### src/rtl/serial_add_sub_pkg.sv
// Shared types and helpers for the bit-serial adder/subtractor.
package serial_add_sub_pkg;

  typedef enum logic [1:0] {
    IDLE = 2'd0,
    RUN  = 2'd1,
    DONE = 2'd2
  } state_t;

  // Ceiling log2, usable in constant expressions for counter sizing.
  function automatic int clog2(input int n);
    int r;
    r = 0;
    for (int i = 0; i < 32; i++) begin
      if ((1 << i) < n) r = i + 1;
    end
    return r;
  endfunction

endpackage

### src/rtl/serial_add_sub_full_adder_bit.sv
// One-bit full adder; the combinational slice of the serial datapath.
module full_adder_bit (
  input  logic a,
  input  logic b,
  input  logic ci,
  output logic s,
  output logic co
);

  assign s  = a ^ b ^ ci;
  assign co = (a & b) | (a & ci) | (b & ci);

endmodule

### src/rtl/serial_add_sub.sv
// Bit-serial add/subtract: operands accepted in IDLE, one bit per cycle in RUN,
// result held in DONE until the consumer takes it.
module serial_add_sub
  import serial_add_sub_pkg::*;
#(
  parameter int W = 4
) (
  input  logic         c,
  input  logic         rn,
  input  logic [W-1:0] a,
  input  logic [W-1:0] b,
  input  logic         sub,
  input  logic         in_valid,
  output logic         in_ready,
  output logic [W-1:0] y,
  output logic         co,
  output logic         out_valid,
  input  logic         out_ready
);

  localparam int CW = (clog2(W) < 1) ? 1 : clog2(W);
  localparam logic [CW-1:0] LAST = CW'(W - 1);

  state_t        state;
  logic [W-1:0]  ra;
  logic [W-1:0]  rb;
  logic          carry;
  logic          sub_r;
  logic [CW-1:0] cnt;
  logic          fa_s;
  logic          fa_co;
  logic [W-1:0]  y_shift;

  full_adder_bit u_fa (
    .a  (ra[0]),
    .b  (rb[0]),
    .ci (carry),
    .s  (fa_s),
    .co (fa_co)
  );

  // New sum bit enters at the MSB so the word is LSB-aligned after W shifts.
  generate
    if (W > 1) begin : g_shift
      assign y_shift = {fa_s, y[W-1:1]};
    end else begin : g_shift1
      assign y_shift = fa_s;
    end
  endgenerate

  assign in_ready  = (state == IDLE);
  assign out_valid = (state == DONE);

  always_ff @(posedge c or negedge rn) begin
    if (!rn) begin
      state <= IDLE;
      ra    <= '0;
      rb    <= '0;
      carry <= 1'b0;
      sub_r <= 1'b0;
      cnt   <= '0;
      y     <= '0;
      co    <= 1'b0;
    end else begin
      case (state)
        IDLE: begin
          if (in_valid) begin
            // Subtraction is a + ~b + 1, so the inverted operand and carry-in are set here.
            ra    <= a;
            rb    <= sub ? ~b : b;
            carry <= sub;
            sub_r <= sub;
            cnt   <= '0;
            state <= RUN;
          end
        end
        RUN: begin
          carry <= fa_co;
          ra    <= ra >> 1;
          rb    <= rb >> 1;
          y     <= y_shift;
          cnt   <= cnt + 1'b1;
          if (cnt == LAST) begin
            state <= DONE;
            // Final carry of a + ~b + 1 is the inverse of the borrow.
            co    <= sub_r ? ~fa_co : fa_co;
          end
        end
        DONE: begin
          if (out_ready) state <= IDLE;
        end
        default: state <= IDLE;
      endcase
    end
  end

endmodule
### config.mk
export PLATFORM = sky130hd
export DESIGN_NAME = serial_add_sub
export DESIGN_NICKNAME = d
export VERILOG_FILES = /design/src/rtl/serial_add_sub_pkg.sv /design/src/rtl/serial_add_sub_full_adder_bit.sv /design/src/rtl/serial_add_sub.sv
export SDC_FILE = /design/constraint.sdc
export NUM_CORES = 1
export LEC_CHECK = 0
export BUFFER_PORTS_ARGS = -buffer_cell sky130_fd_sc_hd__buf_2
export CORE_UTILIZATION = 40
export CTS_BUF_LIST = sky130_fd_sc_hd__clkbuf_4
export DETAILED_ROUTE_END_ITERATION = 8
export SYNTH_ARGS = -nofsm -noshare
export SYNTH_HDL_FRONTEND = slang
export SYNTH_SLANG_ARGS = --single-unit
### constraint.sdc
create_clock -name c -period 1.9 [get_ports c]
set_input_delay 0.19 -clock c [delete_from_list [all_inputs] [get_ports c]]
set_output_delay 0.19 -clock c [all_outputs]
set_load 0.01 [all_outputs]
==> qor.yml <==
critPathArrivalTime_ns: 2.06
ir_drop_mv: 0.309
syn_area_per_cell_um2: 9.80
status: "finished clean"
drive_above_1_share_pct: 17.2
yosys-top-cells-area: "dfrtp_1 (49%), mux2i_1 (10%), nand2_1 (8.5%)"
synth_top_area_share_pct: 49.5
num_vias: 1946
antenna_cells: 0
drtAntennaViolNets: 0
cap_violations: 0
synth_cell_types: 38
root_buffer: "clkbuf_4"
worst_slew_pin_slew_ns: 0.500
nets: 299
power_density_mw_per_mm2: 614
cts_htree_levels: 2
core_mm2: 0.00596
gp_congestion: 0.736
route.detailed.drc: 0
die_area_mm2: 0.00652
grt_first_pass_wirelength_mm: 9.12
syn2layout_area_growth_pct: 13.3
ios: 20
slew_headroom_pct: 66.5
p_total_w: 0.00172
synth_area_leader_cell: "dfrtp_1"
wl_mm: 5.22
avgRoutedWirePerCell_um: 14.5
finalHoldViolCount: 0
fin_crit_ns: 1.78
die_w_um: 80.7
setup_viol: 0
synth_cells: 253
cts.path.max_buffers: 2
die_h_um: 80.7
port_buffers: 19
cts_buffers: 5
cts_tree: "yes"
start_util_pct: 41.6
rsz0062_at_grt: "false"
dr.pass1.iters: 4
fin_worst_skew_ns: 0.0158
grt_usage_pct: 18.4
dp_hpwl_mm: 3.68
hold_class: "primary input to flip-flop"
fmax_ghz: 0.563
grt.overflow.total: 0
num_rows: 28
synth_warnings: 0
start_kind: "flip-flop"
endpoint_kind: "flip-flop"
grt_max_degree: 31
fin_crit_sh_pct: 93.6
synth-seq-area-share_pct: 49.5
leakagePower_nw: 1.48
clock_latency_ns: 0.37
critPathRequiredTime_ns: 2.18
slew_violations: 0
grt_antenna_before_repair: 0
tns_ns: 0
synth_nets: 268
drt_iter0_drc: 93
worst-path-max-fanout: 6
netlist_area_mm2: 0.00248
cts.sinks: 49
worstSetupPathType: "flip-flop to flip-flop"
grt_pass1_vias: 1886
synth.ff_latch_count: 49
vias_per_cell: 5.41
cts.clk_slew.worst_paths_ns: 0.15
## critical path: stages (launching register included)
cell	delay, ns
dfrtp_1	0.45
nor4_1	0.40
nand4_1	0.23
nor3_2	0.26
mux2_2	0.36
## metrics by stage
step | hold slack [ns] | instances | instance area [µm²] | setup slack [ns] | util, %
detailed placement | 0.179 | 350 | 2730 | 0.0418 | 45.8
global route | 0.0616 | 360 | 2810 | 0.0175 | 47.1
CTS | 0.0666 | 360 | 2800 | 0.0417 | 47.1
floorplan | -0.106 | 253 | 2480 | 0.271 | -
global placement | 0.183 | 350 | 2730 | 0.112 | 45.8
finish | 0.0831 | 360 | 2810 | 0.122 | 47.1
## placed cells by master, fill, tap and decap left out, drive strengths merged, types with 3 or more instances in the layout
cell	instances
nor4	9
and4	4
mux2i	25
nor2	18
nand3	16
a221o	3
dfrtp	49
xnor2	4
buf	33
clkbuf	6
and2	3
nand4	15
o22ai	3
o21ai	10
and3	5
nand2	56
## logic make-up (layout without fill, tap and decap cells)
family,Yosys count,after routing,synth area share [%]
DFF,49,49,49.5
buffers and inverters,13,45,2.62
and+or+nand+nor,138,138,29.3
adders and majority gates,2,2,1.31
AOI/OAI and AO/OA,20,20,5.00
muxes,26,26,10.6
xor gates and xnor gates,5,5,1.77
## final cells by class
| type | instances | area [µm²] |
|---|---|---|
| inverter | 2 | 7.51 |
| clock buffer | 6 | 45.0 |
| multi-input combinational | 191 | 1190 |
| fill | 597 | 3150 |
| tap | 75 | 93.8 |
| sequential | 49 | 1230 |
| timing repair buffer | 35 | 233 |
| clock inverter | 2 | 10.0 |
## registers in the layout, indices dropped and copies added (netlist names)
register,cells
carry,1
ra,4
rb,4
y,4
sub_r,1
cnt,32
state,2
co,1
## power breakdown
| group | switching [W] | leakage [nW] | internal (W) |
|---|---|---|---|
| Sequential | 0.0000403 | 0.553 | 0.00107 |
| Clock | 0.000336 | 0.0354 | 0.000156 |
| Combinational | 0.0000714 | 0.894 | 0.0000507 |
| Total | 0.000448 | 1.48 | 0.00128 |
## synth_stat cells
master,count
nand2_1,56
a21o_1,1
and2_1,3
and4_1,4
buf_6,1
dfrtp_1,49
xnor2_1,4
buf_2,4
o22ai_1,3
nand4_1,15
nor3_1,2
or3b_2,1
nand2b_1,1
nor4_4,2
or3_2,2
nand4b_4,1
a221o_1,3
nor4_1,7
ha_1,1
a21oi_1,1
mux2i_1,25
nand4b_1,1
xor2_1,1
clkbuf_1,4
nor3b_1,1
fa_1,1
mux2_2,1
a31oi_1,2
and2b_1,1
inv_1,2
and3_1,5
nor4b_1,1
nor2b_1,1
nand3_1,16
o21ai_0,10
buf_4,1
buf_1,1
nor2_1,18
## routing by layer
layer  wire length [µm]  global-route usage, %  up-vias
met5                  0                      0        -
met4                 85                   6.25        0
met3                213                   3.98        9
met2               2390                   29.3       42
met1               2520                   24.8      929
li1                   -                      -      966
## final timing paths
check | from | end | slack, ns | cells after the start
worst min-delay path | a[0] | ra[0]$_DFFE_PN0P_ | 0.08 | 3
worst min register to register | cnt[31]$_DFFE_PN0P_ | cnt[31]$_DFFE_PN0P_ | 0.50 | 1
min in group asynchronous | rn | cnt[14]$_DFFE_PN0P_ | 0.31 | 2
max in group asynchronous | rn | cnt[4]$_DFFE_PN0P_ | 1.06 | 3
worst max-delay path | cnt[19]$_DFFE_PN0P_ | co$_DFFE_PN0P_ | 0.12 | 4
worst max register to register | cnt[19]$_DFFE_PN0P_ | co$_DFFE_PN0P_ | 0.12 | 4
## what timing repair did
action | CTS | global route
hold endpoints to repair | 20 | 0
buffers inserted | 0 | 0
resized for setup | 0 | 1
endpoints found under the setup margin | 0 | 1
hold buffers | 2 | 0
(Power assumes the default switching activity.)
